--- src/rtl/mac_array_if.sv ---
// Bundle of the job-control, sample-stream, coefficient-ROM and result
// ports of mac_array_engine. The master side drives the job; the slave side is the engine.
interface mac_array_if #(
   parameter int X_W    = 8,
   parameter int A_W    = 7,
   parameter int K      = 4,
   parameter int N_CH   = 4,
   parameter int ACC_W  = 18,
   parameter int ADDR_W = 8
);
   localparam int KW = $clog2(K);

   logic                    start;
   logic [ADDR_W-1:0]       base_addr;
   logic                    abort;
   logic                    x_valid;
   logic [X_W-1:0]          x_data;
   logic                    x_ready;
   logic [KW-1:0]           coef_addr;
   logic [N_CH*A_W-1:0]     coef_data;
   logic                    res_valid;
   logic                    res_ready;
   logic [N_CH*ACC_W-1:0]   res_data;
   logic [ADDR_W-1:0]       res_addr;
   logic                    busy;
   logic                    done;

   modport master (
      output start, base_addr, abort, x_valid, x_data, coef_data, res_ready,
      input  x_ready, coef_addr, res_valid, res_data, res_addr, busy, done
   );

   modport slave (
      input  start, base_addr, abort, x_valid, x_data, coef_data, res_ready,
      output x_ready, coef_addr, res_valid, res_data, res_addr, busy, done
   );
endinterface

--- src/rtl/mac_array_engine.sv ---
// Column-wise matrix-vector engine: buffers K samples per column, multiplies them by a
// K-column coefficient ROM across N_CH lanes and streams one result word per column.
module mac_array_engine #(
   parameter int X_W    = 8,
   parameter int A_W    = 7,
   parameter int K      = 4,
   parameter int N_CH   = 4,
   parameter int N_COL  = 4,
   parameter int ACC_W  = 18,
   parameter int ADDR_W = 8,
   parameter bit SIGNED = 1'b0
) (
   input  logic        clk,
   input  logic        rst,
   mac_array_if.slave  bus
);
   localparam int KW   = $clog2(K);
   localparam int CW   = $clog2(K + 1);
   localparam int COLW = (N_COL > 1) ? $clog2(N_COL) : 1;

   typedef enum logic [2:0] {S_IDLE, S_LOAD, S_MAC, S_WB, S_DONE} state_t;

   state_t            state;
   logic [KW-1:0]     n;
   logic [CW-1:0]     mac_cnt;
   logic [COLW-1:0]   col;
   logic [ADDR_W-1:0] addr;
   logic [X_W-1:0]    xbuf [K];
   logic [ACC_W-1:0]  acc  [N_CH];
   logic              x_ready_q;
   logic              res_valid_q;
   logic              busy_q;
   logic              done_q;
   logic [KW-1:0]     coef_addr_q;

   logic [KW-1:0]     tap;
   logic [ACC_W-1:0]  sum [N_CH];
   logic              x_hs;
   logic              res_hs;

   function automatic logic [ACC_W-1:0] ext_x(input logic [X_W-1:0] v);
      if (SIGNED) return {{(ACC_W-X_W){v[X_W-1]}}, v};
      return {{(ACC_W-X_W){1'b0}}, v};
   endfunction

   function automatic logic [ACC_W-1:0] ext_a(input logic [A_W-1:0] v);
      if (SIGNED) return {{(ACC_W-A_W){v[A_W-1]}}, v};
      return {{(ACC_W-A_W){1'b0}}, v};
   endfunction

   assign x_hs   = bus.x_valid & x_ready_q;
   assign res_hs = res_valid_q & bus.res_ready;

   // MAC cycle j consumes ROM column j-1 (read issued one cycle earlier) against xbuf[j-1].
   // Operands are extended to ACC_W first, so the truncated product is exact in both modes.
   always_comb begin
      // NOTE: combinational blocks use blocking '=' and assign every output before use, so no latch is inferred.
      tap = KW'(mac_cnt - CW'(1));
      for (int i = 0; i < N_CH; i++) begin
         sum[i] = acc[i] + ext_x(xbuf[tap]) * ext_a(bus.coef_data[i*A_W +: A_W]);
      end
   end

   always_ff @(posedge clk or posedge rst) begin
      // NOTE: state updates use non-blocking '<=' so every register samples pre-edge values.
      if (rst) begin
         state       <= S_IDLE;
         n           <= '0;
         mac_cnt     <= '0;
         col         <= '0;
         addr        <= '0;
         x_ready_q   <= 1'b0;
         res_valid_q <= 1'b0;
         busy_q      <= 1'b0;
         done_q      <= 1'b0;
         coef_addr_q <= '0;
         // NOTE: the sample buffer is a handful of flops, not a RAM macro, so it is reset with the rest.
         for (int k = 0; k < K; k++) xbuf[k] <= '0;
         for (int i = 0; i < N_CH; i++) acc[i] <= '0;
      end else if (bus.abort) begin
         state       <= S_IDLE;
         n           <= '0;
         mac_cnt     <= '0;
         col         <= '0;
         addr        <= '0;
         x_ready_q   <= 1'b0;
         res_valid_q <= 1'b0;
         busy_q      <= 1'b0;
         done_q      <= 1'b0;
         coef_addr_q <= '0;
         for (int i = 0; i < N_CH; i++) acc[i] <= '0;
      end else begin
         done_q <= 1'b0;
         case (state)
            S_IDLE: begin
               if (bus.start) begin
                  state     <= S_LOAD;
                  col       <= '0;
                  n         <= '0;
                  addr      <= bus.base_addr;
                  x_ready_q <= 1'b1;
                  busy_q    <= 1'b1;
               end
            end
            S_LOAD: begin
               if (x_hs) begin
                  xbuf[n] <= bus.x_data;
                  n       <= n + KW'(1);
                  if (n == KW'(K - 1)) begin
                     state       <= S_MAC;
                     n           <= '0;
                     x_ready_q   <= 1'b0;
                     mac_cnt     <= '0;
                     coef_addr_q <= '0;
                     for (int i = 0; i < N_CH; i++) acc[i] <= '0;
                  end
               end
            end
            S_MAC: begin
               mac_cnt     <= mac_cnt + CW'(1);
               coef_addr_q <= (mac_cnt < CW'(K - 1)) ? KW'(mac_cnt + CW'(1)) : '0;
               if (mac_cnt != '0) begin
                  for (int i = 0; i < N_CH; i++) acc[i] <= sum[i];
               end
               if (mac_cnt == CW'(K)) begin
                  state       <= S_WB;
                  mac_cnt     <= '0;
                  res_valid_q <= 1'b1;
               end
            end
            S_WB: begin
               if (res_hs) begin
                  res_valid_q <= 1'b0;
                  if (col == COLW'(N_COL - 1)) begin
                     state  <= S_DONE;
                     done_q <= 1'b1;
                  end else begin
                     state     <= S_LOAD;
                     col       <= col + COLW'(1);
                     addr      <= addr + ADDR_W'(1);
                     n         <= '0;
                     x_ready_q <= 1'b1;
                  end
               end
            end
            S_DONE: begin
               state  <= S_IDLE;
               busy_q <= 1'b0;
            end
            default: begin
               state <= S_IDLE;
            end
         endcase
      end
   end

   assign bus.x_ready   = x_ready_q;
   assign bus.coef_addr = coef_addr_q;
   assign bus.res_valid = res_valid_q;
   assign bus.res_addr  = addr;
   assign bus.busy      = busy_q;
   assign bus.done      = done_q;

   for (genvar i = 0; i < N_CH; i++) begin : g_res
      assign bus.res_data[i*ACC_W +: ACC_W] = acc[i];
   end
endmodule

--- src/flat_wrapper.sv ---
// flat-port wrapper written by rule: the top's interface ports become plain ports
module mac_array_engine_flat 
#(
   parameter int X_W    = 8,
   parameter int A_W    = 7,
   parameter int K      = 4,
   parameter int N_CH   = 4,
   parameter int N_COL  = 4,
   parameter int ACC_W  = 18,
   parameter int ADDR_W = 8,
   parameter bit SIGNED = 1'b0
)
  (clk, rst, bus_start, bus_base_addr, bus_abort, bus_x_valid, bus_x_data, bus_coef_data, bus_res_ready, bus_x_ready, bus_coef_addr, bus_res_valid, bus_res_data, bus_res_addr, bus_busy, bus_done);
  mac_array_if #(.X_W(X_W), .A_W(A_W), .K(K), .N_CH(N_CH), .ACC_W(ACC_W), .ADDR_W(ADDR_W)) bus_i ();
  input  logic clk;
  input  logic rst;
  input wire logic [$bits(bus_i.start)-1:0] bus_start;
  input wire logic [$bits(bus_i.base_addr)-1:0] bus_base_addr;
  input wire logic [$bits(bus_i.abort)-1:0] bus_abort;
  input wire logic [$bits(bus_i.x_valid)-1:0] bus_x_valid;
  input wire logic [$bits(bus_i.x_data)-1:0] bus_x_data;
  input wire logic [$bits(bus_i.coef_data)-1:0] bus_coef_data;
  input wire logic [$bits(bus_i.res_ready)-1:0] bus_res_ready;
  output wire logic [$bits(bus_i.x_ready)-1:0] bus_x_ready;
  output wire logic [$bits(bus_i.coef_addr)-1:0] bus_coef_addr;
  output wire logic [$bits(bus_i.res_valid)-1:0] bus_res_valid;
  output wire logic [$bits(bus_i.res_data)-1:0] bus_res_data;
  output wire logic [$bits(bus_i.res_addr)-1:0] bus_res_addr;
  output wire logic [$bits(bus_i.busy)-1:0] bus_busy;
  output wire logic [$bits(bus_i.done)-1:0] bus_done;
  assign bus_i.start = bus_start;
  assign bus_i.base_addr = bus_base_addr;
  assign bus_i.abort = bus_abort;
  assign bus_i.x_valid = bus_x_valid;
  assign bus_i.x_data = bus_x_data;
  assign bus_i.coef_data = bus_coef_data;
  assign bus_i.res_ready = bus_res_ready;
  assign bus_x_ready = bus_i.x_ready;
  assign bus_coef_addr = bus_i.coef_addr;
  assign bus_res_valid = bus_i.res_valid;
  assign bus_res_data = bus_i.res_data;
  assign bus_res_addr = bus_i.res_addr;
  assign bus_busy = bus_i.busy;
  assign bus_done = bus_i.done;
  mac_array_engine #(.X_W(X_W), .A_W(A_W), .K(K), .N_CH(N_CH), .N_COL(N_COL), .ACC_W(ACC_W), .ADDR_W(ADDR_W), .SIGNED(SIGNED)) u_core (.clk(clk), .rst(rst), .bus(bus_i));
endmodule
--- config.mk ---
export PLATFORM = sky130hd
export DESIGN_NAME = mac_array_engine_flat
export DESIGN_NICKNAME = d
export VERILOG_FILES = /design/src/rtl/mac_array_if.sv /design/src/rtl/mac_array_engine.sv /design/src/flat_wrapper.sv
export SDC_FILE = /design/constraint.sdc
export NUM_CORES = 1
export LEC_CHECK = 0
export ABC_AREA = 1
export ABC_CLOCK_PERIOD_IN_PS = 4900
export CAP_MARGIN = 0
export CORE_MARGIN = 2
export CORE_UTILIZATION = 25
export DETAILED_ROUTE_END_ITERATION = 10
export PLACE_DENSITY = 0.54
export RECOVER_POWER = 25
export SYNTH_ARGS = -nofsm -noshare
export SYNTH_HDL_FRONTEND = slang
export SYNTH_SLANG_ARGS = --single-unit
--- constraint.sdc ---
create_clock -name clk -period 4.9 [get_ports clk]
set_input_delay 0.49 -clock clk [delete_from_list [all_inputs] [get_ports clk]]
set_output_delay 0.49 -clock clk [all_outputs]
set_load 0.005 [all_outputs]
==> results.md <==
- Status: complete, but fails checks
- Failing checks: max-capacitance violations, max-slew violations
- Layout area overhead: 24.0%
- Min cycle time layout: 4.72 ns
- GRT overflow: 0
- Max-slew headroom: -0.253
- Max FO, Critical Path: 12
- Setup tns final: 0 ns
- # setup viols final: 0
- Slowest CP cell: fa_1
- Commonest cells in the synthesized netlist: 576 x nand2_1, 473 x inv_1, 186 x nor2_1, 168 x fa_1, 168 x ha_1
- Die Area: between 60000 and 70000 µm²
- H-tree levels: 4
- PD cells: 515 nW/µm²
- Syn. warnings: 0
- Drt wl/cell: 15.0 µm
- Crit-path leading delay family: adder cells
- Antenna violations before repair: 12
- Total placed cells including tap cells: about 3000
- Largest net degree at the start of global routing: 52
- Synthesized flop and latch total: 128
- Maximum VDD drop: 0.000282 V
- Hold Vio Cnt, Final: 0
- Buf/Inv on CP: 5
- HP Class: register to register
- Total track usage: 0.147
- Post-DRT Antenna Nets: 0
- Cell variety after synth: 36
- Deepest clock path buffer count: 2
- Mapped Nets: ~2500
- RD Place Congestion: 0.866
- Post-CTS Hold Buffers: 0
- Syn Inst Count: about 2100
- # clock sinks: around 130
- Top cells by area, synth: fa_1 22%, dfrtp_1 21%, nand2_1 14%
- Post-Syn Area: ~15000 µm²
- Vias in the first global route: 13900
- Crit Path Category: register to register
- Critical Path AT: about 5 ns
- Cell mode on critical path: fa_1
- Placed inst area: roughly 18000 µm²
- Most used DFF post-synth: dfrtp_1
- Fmax achieved: between 200 and 250 MHz
- Ys async rst share: 1.00
- RSZ-0062 raised after global routing: true
- Final wirelength: around 46000 µm
- Fin. max-slew vios: 38
- Worst slack, placed: -0.0670 ns
- Crit share post-route: 0.964
- Clk slew on worst S/H paths: approximately 0.07 ns
- Power, Total: between 9 and 10 mW
- Min Hold Slack: roughly 0.48 ns
- DRT Pass-1 Iters: 5
- CTS tree: built
- Core Footprint: 60600 µm²
- Syn Area/Cell: approximately 7.4 µm²
- Leakage: 10.2 nW
- DR vias/cell: ~4.4
- Finished Layout Cells: 3033
- Final HPWL DP: about 36000 µm
- Actual slew at the worst max-slew pin: between 1.5 and 2 ns
- EDFF count, synth: 0
- Post-synth top area share: 0.219
- CP required: between 5 and 6 ns
- Io pins: between 100 and 150
- Design area: roughly 19000 µm²
- Fin nets: 2619
- Most area-hungry cell type in the Yosys netlist: fa_1
- Max-Cap Viols: 1
- Die Span X: 252 µm
- Final setup margin: about 0.18 ns
- Register area share after synthesis: 0.208
- Number of DRC markers in iteration 0: 803
- # rows: 90
- Via count: approximately 13000
- Clk_lat worst skew: 0.47 ns
- IO Port Bufs: between 100 and 150
- Starting Density: 0.254
- Finished Core Util: 0.315
- Drt drc: 0
- Global-route wire length before repair: approximately 73000 µm
- CP Capture Type: register
- Worst setup SP type: register
- Most frequent cell after synthesis: nand2_1
- Setup Skew: about 0.017 ns
- Max stage delay on crit path: approximately 0.51 ns
- Root Buffer: clkbuf_16
- Inserted Clock Buffers: 17
- Crit-path cells: clkinv_2, ha_4, buf_8, nand3_1, nand2_4, buf_6, nor2_1, fa_1, fa_1, fa_1, inv_1, fa_1, inv_1, ha_4, nand2_1, nor2_1, nand3_1, nand2_2, nand2_1, nand2_2, nand3_1, nand2_1, nor2_1
- Layout cells sized above 1: 0.0748
- Die Height: 252 µm
==> routing by layer <==
metal,global-route usage,share of wire
met5,0,0.0016
met2,0.241,0.47
met4,0.0436,0.023
met1,0.187,0.44
met3,0.0412,0.066
==> worst register-to-register path: cells and delay by family, from the launching register on <==
| family | cells | cell delay [ns] |
|---|---|---|
| buffers and inverters | 5 | 0.53 |
| AND/OR/NAND/NOR | 12 | 1.13 |
| adder cells (fa/ha/maj) | 6 | 2.59 |
| flip-flops | 1 | 0.36 |
==> flip-flops by register name (all words and copies together) (netlist names) <==
signal,count
u_core.bus.busy,1
u_core.bus.coef_addr,2
u_core.bus.done,1
u_core.bus.res_addr,8
u_core.bus.res_data,72
u_core.bus.res_valid,1
u_core.bus.x_ready,1
u_core.col,2
u_core.mac_cnt,3
u_core.n,2
u_core.state,3
u_core.xbuf,32
==> cell families (layout without fill, tap and decap cells) <==
family	count (synthesis)	after routing	synth area share
compound gates	153	153	0.0531
simple gates	900	900	0.236
buf+inv	518	698	0.129
mux	2	2	0.00130
flops	128	128	0.208
other cells	0	5	0
fa+ha+maj	336	336	0.355
xor+xnor	29	29	0.0165
==> timing repair <==
item	4_1_cts	5_1_grt
pin swaps	0	18
setup endpoints to repair	19	42
cloned	0	4
resized for setup	11	89
buffers inserted	0	17
==> report_power, final <==
group          switching [mW]  internal [mW]
Clock                   0.583          0.714
Sequential              0.199           1.24
Combinational            4.09           2.99
Total                    4.88           4.94
==> area by class of cell <==
| class | count | area (µm²) |
|---|---|---|
| Antenna cell | 5 | 12.5 |
| Tap cell | 782 | 978 |
| Clock inverter | 14 | 143 |
| Clock buffer | 18 | 429 |
| Timing Repair Buffer | 184 | 1880 |
| Fill cell | 6470 | 41500 |
| Multi-Input combinational cell | 1420 | 10600 |
| Inverter | 481 | 1830 |
| Sequential cell | 128 | 3200 |
| Timing Repair inverter | 1 | 5.00 |
==> path summary, 6_finish.rpt <==
path,slack [ns],cells past startpoint,to,from
max in group asynchronous,1.98,3,u_core.bus.res_data[61],rst
max,0.18,23,u_core.bus.res_data[53],u_core.mac_cnt[0]
min reg2reg,0.48,2,u_core.col[1],u_core.col[1]
min,0.48,2,u_core.col[1],u_core.col[1]
max reg2reg,0.18,23,u_core.bus.res_data[53],u_core.mac_cnt[0]
min in group asynchronous,0.95,2,u_core.bus.res_data[29],rst
==> cell usage in the layout, fill, tap and decap left out, types with 43 or more instances in the layout <==
master | Yosys | layout
a21oi_1 | 50 | 43
clkdlybuf4s50_1 | 0 | 133
dfrtp_1 | 128 | 128
fa_1 | 168 | 168
ha_1 | 168 | 147
inv_1 | 473 | 459
nand2_1 | 576 | 557
nand3_1 | 94 | 90
nor2_1 | 186 | 186
o21ai_0 | 67 | 62
(Power assumes the default switching activity.)
